--- config.mk ---
export PLATFORM = sky130hd
export DESIGN_NAME = counter_ud_param
export DESIGN_NICKNAME = d
export VERILOG_FILES = /design/src/rtl/counter_ud_param.sv
export SDC_FILE = /design/constraint.sdc
export NUM_CORES = 1
export LEC_CHECK = 0
export ABC_AREA = 0
export CAP_MARGIN = 20
export CORE_ASPECT_RATIO = 0.9
export CORE_MARGIN = 5
export CORE_UTILIZATION = 57
export CTS_CLUSTER_SIZE = 40
export DETAILED_ROUTE_END_ITERATION = 10
export PLACE_DENSITY = 0.77
export SYNTH_ARGS = -nofsm -noshare
export SYNTH_HDL_FRONTEND = slang
export SYNTH_SLANG_ARGS = --single-unit
--- constraint.sdc ---
create_clock -name clk -period 2.6 [get_ports clk]
set_input_delay 0.39 -clock clk [delete_from_list [all_inputs] [get_ports clk]]
set_output_delay 0.39 -clock clk [all_outputs]
set_load 0.005 [all_outputs]
--- src/rtl/counter_ud_param.sv ---
// counter_ud_param: up/down counter with tick generator, debounced direction and run buttons,
// synchronous load, programmable modulus and wrap/saturate limits.
module counter_ud_param #(
  parameter int WIDTH     = 8,
  parameter int CLK_HZ    = 50000000,
  parameter int TICK_HZ   = 1,
  parameter int DB_CYCLES = 1000000,
  parameter int MAX_COUNT = 2**WIDTH-1,
  parameter int SATURATE  = 0
) (
  input  logic             clk,
  input  logic             reset,
  input  logic             btn_ud,
  input  logic             btn_run,
  input  logic             load,
  input  logic [WIDTH-1:0] load_val,
  output logic [WIDTH-1:0] q,
  output logic             dir,
  output logic             running,
  output logic             tick,
  output logic             tc
);
  localparam int DIV = CLK_HZ / TICK_HZ;
  localparam int DW  = $clog2(DIV);
  localparam int BW  = $clog2(DB_CYCLES);
  localparam logic [WIDTH-1:0] MAXV    = WIDTH'(MAX_COUNT);
  localparam logic [WIDTH:0]   LIM     = (WIDTH+1)'(MAX_COUNT);
  localparam logic [DW-1:0]    DIV_END = DW'(DIV-1);
  localparam logic [DW-1:0]    DIV_PRE = DW'(DIV-2);
  localparam logic [BW-1:0]    DB_END  = BW'(DB_CYCLES-1);

  logic [1:0] raw, press;
  assign raw = {btn_run, btn_ud};

  genvar i;
  generate
    for (i = 0; i < 2; i++) begin : g_db
      logic s1, s2, stb;
      logic [BW-1:0] cnt;
      // press fires in the cycle the stable level is about to rise
      assign press[i] = s2 & ~stb & (cnt == DB_END);
      always_ff @(posedge clk or negedge reset)
        if (!reset) begin
          s1  <= 1'b0;
          s2  <= 1'b0;
          stb <= 1'b0;
          cnt <= '0;
        end else begin
          s1 <= raw[i];
          s2 <= s1;
          if (s2 == stb) cnt <= '0;
          else if (cnt == DB_END) begin
            stb <= s2;
            cnt <= '0;
          end else cnt <= cnt + 1'b1;
        end
    end
  endgenerate

  logic          run_nx, at_lim, oor;
  logic [DW-1:0] div;
  logic [WIDTH-1:0] q_tick, q_load;

  assign run_nx = running ^ press[1];

  always_comb begin
    at_lim = dir ? (q == MAXV) : (q == '0);
    oor    = {1'b0, q} > LIM;
    q_load = ({1'b0, load_val} > LIM) ? MAXV : load_val;
    q_tick = oor ? '0 :
             at_lim ? ((SATURATE != 0) ? q : (dir ? '0 : MAXV)) :
             (dir ? q + 1'b1 : q - 1'b1);
  end

  always_ff @(posedge clk or negedge reset)
    if (!reset) begin
      q       <= '0;
      dir     <= 1'b1;
      running <= 1'b1;
      tick    <= 1'b0;
      tc      <= 1'b0;
      div     <= '0;
    end else begin
      dir     <= dir ^ press[0];
      running <= run_nx;
      // divider only advances while running before and after this edge, so a resume restarts from 0
      if (running && run_nx) begin
        div  <= (div == DIV_END) ? '0 : div + 1'b1;
        tick <= (div == DIV_PRE);
      end else begin
        div  <= '0;
        tick <= 1'b0;
      end
      tc <= !load && tick && at_lim;
      if (load) q <= q_load;
      else if (tick) q <= q_tick;
    end
endmodule

======== After elaboration in Yosys (flattened, before gate mapping) ========
Index checks and enable logic that the tools add are counted.
word-level totals
  memories kept ........................... 0
  memory bits (read-only) ................. 0
  register bits ........................... 84
  latch bits .............................. 0
  memory bits (writable) .................. 0
  output and inout bits ................... 12
  input port bits ......................... 13
  word-level logic and storage cells ...... 57
cells by class
  multipliers ............................. 0
  bitwise operators ....................... 10
  $lt $le $gt $ge ......................... 0
  multiplexer cells ....................... 13
  equal/unequal tests ..................... 7
  div/mod/pow operators ................... 0
  reduce and logical (&&, ||, !) cells .... 8
  add/subtract/negate cells ............... 5
  shifts and indexed selects .............. 0
operator list
  operator                                                             number
  20-bit 2-to-1 mux                                                    4
  26-bit equality test (second input constant)                         2
  26-bit 2-to-1 mux                                                    2
  20-bit by 1-bit adder with 20-bit output (second input constant)     2
  20-bit equality test (second input constant)                         2
  8-bit 2-to-1 mux                                                     5
  26-bit by 1-bit adder with 26-bit output (second input constant)     1
  8-bit by 1-bit adder with 8-bit output (second input constant)       1
  8-bit equality test (second input constant)                          1
  8-bit logical NOT                                                    1
  8-bit by 1-bit subtractor with 8-bit output (second input constant)  1
  1-bit bitwise AND                                                    4
  1-bit inverter                                                       4
  2-bit AND reduction                                                  2
  1-bit logical AND                                                    3
  1-bit equality test                                                  2
  1-bit 2-to-1 mux                                                     2
  2-bit nonzero test                                                   1
  1-bit XOR                                                            2
  1-bit logical NOT                                                    1

======== Logic depth before layout (Yosys ltp) ========
Gate-level depths: netlist (run 1).
  depth in word-level cells ............... 6
  gate-level depth with buffers ........... 9
  mapped depth without buffers ............ 8

======== Worst setup path before layout (run 1) ========
No wires, ideal clock.
  kind .................................... register to register
  from .................................... register dir
  to ...................................... register q[7]
  period minus slack after synthesis ...... 2.214 ns
  stages on the path, launching flop included .. 8
  library setup time ...................... 0.082 ns
  path slack .............................. 0.386 ns
  path buffers ............................ 0
  arrival time ............................ 2.132 ns
  required time ........................... 2.518 ns
  path through ............................ dfstp_2 > inv_1 > ha_1 > a21o_1 > a21oi_1 > a21oi_1 > or4_1 > a31oi_1
between the ends
  longest elaborated chain between the ends .. 4
  elaborated cells between the ends (all ways) .. 6
  classes of those cells .................. 6 x mux
RTL lines
  what                                            line  text
  from (decl)                                     18    output logic dir,
  from (signal assigned)                          84    dir <= dir ^ press[0];
  8-bit 2-to-1 mux, or another cell as far along  72    (dir ? q + 1'b1 : q - 1'b1);
  8-bit 2-to-1 mux (*)                            71    at_lim ? ((SATURATE != 0) ? q : (dir ? '0 : MAXV)) :
  8-bit 2-to-1 mux (*)                            96    else if (tick) q <= q_tick;
  8-bit 2-to-1 mux (*)                            95    if (load) q <= q_load;
  to (signal assigned)                            95
  to (signal assigned)                            96
  to (decl)                                       17    output logic [WIDTH-1:0] q,
Mark *: on every way between the ends. The rest lies on a longest branch, timed or not. The select of a mux whose other input is x is not followed.
A chain may end at the register's enable or synchronous reset.

======== Worst setup path in the final report (run 1) ========
Same ends and word-level chain as after synthesis.

==> out/results.ini, run 1 <==
[yosys]
yosys-top-cells-count=82 x dfrtp_1, 82 x nor2_1, 36 x xnor2_1
ys_warn_count=0
syn_area_um2=4370
ys_async_sr_fraction_pct=100
yosysTopAreaCell=dfrtp_1
yosysUniqueCellTypes=54
synth_top_area_share_pct=47.0
synth_nets=468
synth_ff_type=dfrtp_1
ys_seq_area_share_pct=48.2
netlist_instances=441
synth_edf_count=0
ys_ff_latch=84
syn_area_per_cell_um2=9.91
synthTopCellsByArea=dfrtp_1 47%, xnor2_1 7.2%, nor2_1 7.0%

[global_route]
grt-ovfl-total=0
antenna_found_initial=0
grt_max_degree=44
grt_first_pass_wirelength_um=13900
first_global_vias=3017
track_usage_pct=18.1

[finish]
layoutNonFillerInstCount=568
area_delta_synth_final_pct=12.1
drive_gt1_share_pct=8.05
antenna_cells=0
finalInstanceArea_um2=4900
num-nets-final=494

[clock_tree]
cts_max_path_buffers=2
cts.clk_slew.worst_paths_ps=100
clk-insertion-delay-late_ps=360
cts_resized=0
cts_sinks=84
clockRootBuffer=clkbuf_8
cts_max_level=3
cts_tree=yes
post_cts_buffers=0
cts_hold_buf=0
cts_buffers=9

[timing]
drv_slew=0
fmax_ghz=0.418
worst_hold_slack_ps=7.58
min_period_over_period_pct=92.1
setup-violations-final=0
min_period_ps=2390
worst_pin_slew_ps=649
tns_ps=0
hold_violations=0
fin_worst_skew_ps=15.8
maxSlewHeadroom_pct=56.4
rsz0062_at_grt=false

[worst_setup_path]
r2r_cells=7
cp-end-kind=flip-flop
r2r_end=q[7]$_DFFE_PN0P_
required_ps=2880
cp_cell_sequence=inv_1 > ha_1 > a21o_1 > a21oi_1 > a21oi_1 > or4_1 > a31oi_1
worstPathArrival_ps=2680
rr_startpoint=dir$_DFF_PN1_
cp-endpoint=q[7]$_DFFE_PN0P_
r2r_setup_slack_ps=210
cpPeakStageDelay_ps=600
cpMostUsedCell=a21oi_1
path_buf_inv=1
worstSetupStartpointType=flip-flop
cp_top_family=compound AO/OA/AOI/OAI gates
critical_path_class=reg -> reg
cp_slowest_cell=dfstp_2
crit_cells=7
crit_path_max_fanout=7
startpoint=dir$_DFF_PN1_

[place]
dpl_cell_area_um2=4680
dpl.hpwl_um=5470
portBuffers=24
dpl.cell_count=552
gp_congestion=0.947

[power]
clockPowerShare_pct=38.9
p_per_area_nw_per_um2=525
p_sw_mw=0.630
finalPower_mw=2.57
p_comb_share_pct=8.3
switching_share_pct=24.5
power.internal_mw=1.94
vdd_ir_drop_max_v=0.000362
p_leak_nw=2.03
power.share.sequential_pct=52.9

[die]
initial_utilization_pct=58.2
io_pins=25
die_area_um2=9520
core_area_um2=7510
chipHeight_um=93.1
num_rows=30
die_width_um=102

[routing]
wl_per_cell_um=13.8
drt_iter0_drc=116
num_vias=3175
dr.pass1.iters=4
finalWirelength_um=7820
final_antenna_net_count=0
drc=0
vias_per_cell=5.59

[hold_path]
hold_path.class=in -> async

[run_status]
status=finished clean

[run]
maxCapViolCount=0

==> cells in the final DEF, fill, tap and decap left out, types with 8 or more instances in the layout <==
| cell | n |
|---|---|
| xnor2_1 | 36 |
| clkbuf_8 | 11 |
| nand2_1 | 30 |
| a21oi_1 | 9 |
| inv_1 | 14 |
| nor2_1 | 82 |
| dfrtp_1 | 82 |
| clkdlybuf4s50_1 | 23 |
| ha_1 | 13 |
| xor2_1 | 28 |
| nand3_1 | 24 |
| nand4_1 | 14 |
| and3_1 | 8 |
| nor3_1 | 12 |
==> cell families (layout without fill, tap and decap cells) <==
kind of cell / after synthesis / in the layout / synth area share (%)
DFF: 84 / 84 / 48.2
buffers and inverters: 26 / 57 / 3.09
muxes: 3 / 3 / 0.773
xor gates and xnor gates: 64 / 64 / 12.8
AOI/OAI and AO/OA: 33 / 33 / 5.04
adders and majority gates: 14 / 14 / 4.18
and+or+nand+nor: 217 / 217 / 25.9
==> layout make-up <==
cell class / instances / area, um^2
Fill cell: 588 / 2610
Multi-Input combinational cell: 331 / 2130
Sequential cell: 84 / 2100
Timing Repair Buffer: 27 / 273
Clock buffer: 11 / 151
Tap cell: 96 / 120
Clock inverter: 5 / 65.1
Inverter: 14 / 52.6
==> metal layers <==
metal  global-route usage (%)  vias to the layer above  share of wire (%)
met3                     4.92                       13                5.0
met1                     24.8                     1547                 47
met5                        0                        -                  0
met2                     27.4                       65                 46
met4                     7.10                        0                2.0
li1                         -                     1550                  -
==> worst register-to-register path, cell delays in order, from the launching register on <==
cell and delay [ps]:
dfstp_2 600, inv_1 150, ha_1 380, a21o_1 200
a21oi_1 210, a21oi_1 110, or4_1 500, a31oi_1 170
==> how the worst min path moves through the flow <==
| stage | start | to | slack, ps | cells after the start |
|---|---|---|---|---|
| floorplan | reset | div[0]$_DFF_PN0_ | 90 | 0 |
| global placement | g_db[1].s1$_DFF_PN0_ | g_db[1].s2$_DFF_PN0_ | 330 | 0 |
| detailed placement | g_db[1].s1$_DFF_PN0_ | g_db[1].s2$_DFF_PN0_ | 340 | 0 |
| CTS | reset | g_db[0].cnt[15]$_DFF_PN0_ | 20 | 1 |
| global route | reset | q[3]$_DFFE_PN0P_ | 30 | 1 |
| finish | reset | g_db[0].cnt[15]$_DFF_PN0_ | 8 | 1 |
==> state kept, by name, summed over array words and instances, names as in the netlist <==
register / cells
q: 8
div: 26
g_db.s2: 2
g_db.s1: 2
running: 1
tc: 1
dir: 1
tick: 1
g_db.cnt: 40
g_db.stb: 2
==> through the flow <==
step	util (%)	setup WS (ps)
after floorplan	-	386
after global placement	62.3	316
after detailed placement	62.3	236
after CTS	65.2	216
after global routing	65.2	47.9
final	65.2	206
==> power by group through the flow <==
| stage | clock network, mW | logic (mW) | registers [mW] |
|---|---|---|---|
| after floorplan | 0 | 0.117 | 1.38 |
| after global placement | 0 | 0.207 | 1.38 |
| after detailed placement | 0 | 0.213 | 1.39 |
| after CTS | 1.03 | 0.215 | 1.36 |
| after global routing | 1.09 | 0.242 | 1.36 |
| final | 1.00 | 0.212 | 1.36 |
(Power assumes the default switching activity.)
==> run 2: changes to the inputs <==
==> constraint.sdc (replaced) <==
create_clock -name clk -period 2.6 [get_ports clk]
set_input_delay 0.26 -clock clk [delete_from_list [all_inputs] [get_ports clk]]
set_output_delay 0.26 -clock clk [all_outputs]
set_load 0.005 [all_outputs]
==> run 2 against run 1 <==
  * Total power decreased by 2.4%
  * Global-route usage grew 0.30 points
  * First-iteration DRC count grew 26%
  * Clock-buffer cell count is 1 lower
  * Critical path depth stayed put
  * Combinational power barely moved
  * Sequential cell count is the same
  * Critical path type unchanged
  * Largest cell class unchanged
==> out/results.ini, run 2 (synthesis gave the netlist of run 1 again) <==
[run_status]
status=finished clean  ; unchanged

[timing]
hold_violations=0  ; unchanged
drv_slew=0  ; unchanged
rsz0062_at_grt=false  ; unchanged
tns_ps=0  ; unchanged
maxSlewHeadroom_pct=49.7  ; was 56.4%
fin_worst_skew_ps=7.97  ; was 15.8 ps
min_period_ps=2400  ; was 2390 ps
fmax_ghz=0.418  ; about the same
min_period_over_period_pct=92.1  ; about the same
worst_pin_slew_ps=749  ; was 649 ps
setup-violations-final=0  ; unchanged

[finish]
regMostFlops=g_db.cnt  ; unchanged
fin_util_pct=65.2  ; about the same
antenna_cells=0  ; unchanged
drive_gt1_share_pct=7.84  ; was 8.05%
largestRegisters=g_db.cnt x40, div x26, q x8  ; unchanged
finalInstanceArea_um2=4890  ; was 4900 um^2
area_delta_synth_final_pct=12.0  ; was 12.1%
largest_reg_flops=40  ; unchanged
num-nets-final=495  ; was 494
final_cell_mix=82 x nor2_1, 82 x dfrtp_1, 36 x xnor2_1  ; unchanged

[routing]
drt_iter0_drc=146  ; was 116
final_antenna_net_count=0  ; unchanged
drc=0  ; unchanged
vias_per_cell=5.47  ; was 5.59
wl_per_cell_um=13.7  ; was 13.8 um
finalWirelength_um=7800  ; was 7820 um
num_vias=3107  ; was 3175
dr.pass1.iters=4  ; unchanged

[die]
num_rows=30  ; unchanged
core_area_um2=7510  ; unchanged
initial_utilization_pct=58.2  ; unchanged
io_pins=25  ; unchanged
chipHeight_um=93.1  ; unchanged
die_width_um=102  ; unchanged
die_area_um2=9520  ; unchanged

[place]
dpl_cell_area_um2=4660  ; was 4680 um^2
gp_congestion=0.940  ; was 0.947
portBuffers=24  ; unchanged
dpl.hpwl_um=5370  ; was 5470 um

[worst_setup_path]
worstPathArrival_ps=2670  ; was 2680 ps
cp_slowest_cell=dfstp_2  ; unchanged
path_buf_inv=1  ; unchanged
cp_cell_sequence=inv_1 > ha_1 > a21o_1 > a21oi_1 > a21oi_1 > or4_1 > a31oi_1  ; unchanged
cpPeakStageDelay_ps=600  ; about the same
cpMostUsedCell=a21oi_1  ; unchanged
crit_path_max_fanout=7  ; unchanged
cp_top_family=compound AO/OA/AOI/OAI gates  ; unchanged
critical_path_class=reg -> reg  ; unchanged
required_ps=2880  ; about the same
worstSetupStartpointType=flip-flop  ; unchanged
cp-end-kind=flip-flop  ; unchanged

[global_route]
grt_max_degree=85  ; was 44
use_met3_pct=4.33  ; was 4.92%
first_global_vias=3092  ; was 3017
grt_first_pass_wirelength_um=14000  ; was 13900 um
antenna_found_initial=0  ; unchanged
grt-busiest-layer=met2  ; unchanged
track_usage_pct=18.4  ; was 18.1%
grt-ovfl-total=0  ; unchanged
use_met1_pct=24.7  ; was 24.8%
globalRouteMet2Util_pct=28.7  ; was 27.4%

[power]
p_per_area_nw_per_um2=513  ; was 525 nW/um^2
p_leak_nw=2.02  ; was 2.03 nW
vdd_ir_drop_max_v=0.000347  ; was 0.000362 V

[clock_tree]
clk-insertion-delay-late_ps=350  ; was 360 ps
cts_buffers=9  ; unchanged
clockRootBuffer=clkbuf_8  ; unchanged
cts_max_path_buffers=2  ; unchanged
cts.clk_slew.worst_paths_ps=80  ; was 100 ps
cts_tree=yes  ; unchanged
cts_max_level=3  ; unchanged
post_cts_buffers=0  ; unchanged
cts_resized=0  ; unchanged
cts_hold_buf=0  ; unchanged
cts_sinks=84  ; unchanged

[hold_path]
hold_path.class=in -> reg  ; was in -> async

[run]
maxCapViolCount=0  ; unchanged

## run 2: changes by cell type in the layout (fill, tap and decap cells not counted), sizes merged
cell	change
dlygate4sd3	+1
inv	-1
clkbuf	-1
clkinvlp	+1
## run 2: per-layer routing
layer / wire length [um] / share of wire [%]
met4: 119 / 1.5
met1: 3700 / 47
met5: 0 / 0
met3: 293 / 3.8
met2: 3690 / 47
## run 2: metrics by stage
stage | power (mW) | worst slack [ps] | hold WS [ps] | instances
2_1_floorplan | 1.50 | 386 | -35.6 | 441
3_3_place_gp | 1.59 | 319 | 333 | 551
3_5_place_dp | 1.60 | 250 | 335 | 551
4_1_cts | 2.54 | 236 | 116 | 566
5_1_grt | 2.62 | 37.2 | 309 | 568
6_report | 2.51 | 205 | 337 | 568
## run 2: worst reg2reg max path, cell delays in order (launching register included)
cell     delay (ps)
dfstp_2         600
inv_1           150
ha_1            380
a21o_1          200
a21oi_1         210
a21oi_1         110
or4_1           500
a31oi_1         170
## run 2: layout make-up
type	instances	area, um^2
sequential	84	2100
timing repair buffer	28	290
clock buffer	10	138
fill	594	2610
clock inverter	5	60.1
multi-input combinational	331	2130
tap	96	120
inverter	14	52.6
## run 2: worst paths after layout
path | from | endpoint | slack, ps | cells after the start
worst max-delay path | dir$_DFF_PN1_ | q[7]$_DFFE_PN0P_ | 200 | 7
worst min-delay path | btn_run | g_db[1].s1$_DFF_PN0_ | 340 | 1
worst max register to register | dir$_DFF_PN1_ | q[7]$_DFFE_PN0P_ | 200 | 7
worst min register to register | g_db[1].s1$_DFF_PN0_ | g_db[1].s2$_DFF_PN0_ | 360 | 0
max in group asynchronous | reset | running$_DFF_PN1_ | 1560 | 3
min in group asynchronous | reset | q[4]$_DFFE_PN0P_ | 390 | 2
## run 2: power breakdown
part,internal [mW],switching [mW]
sequential,1.33,0.0315
combinational,0.106,0.107
clock,0.470,0.466
total,1.91,0.604
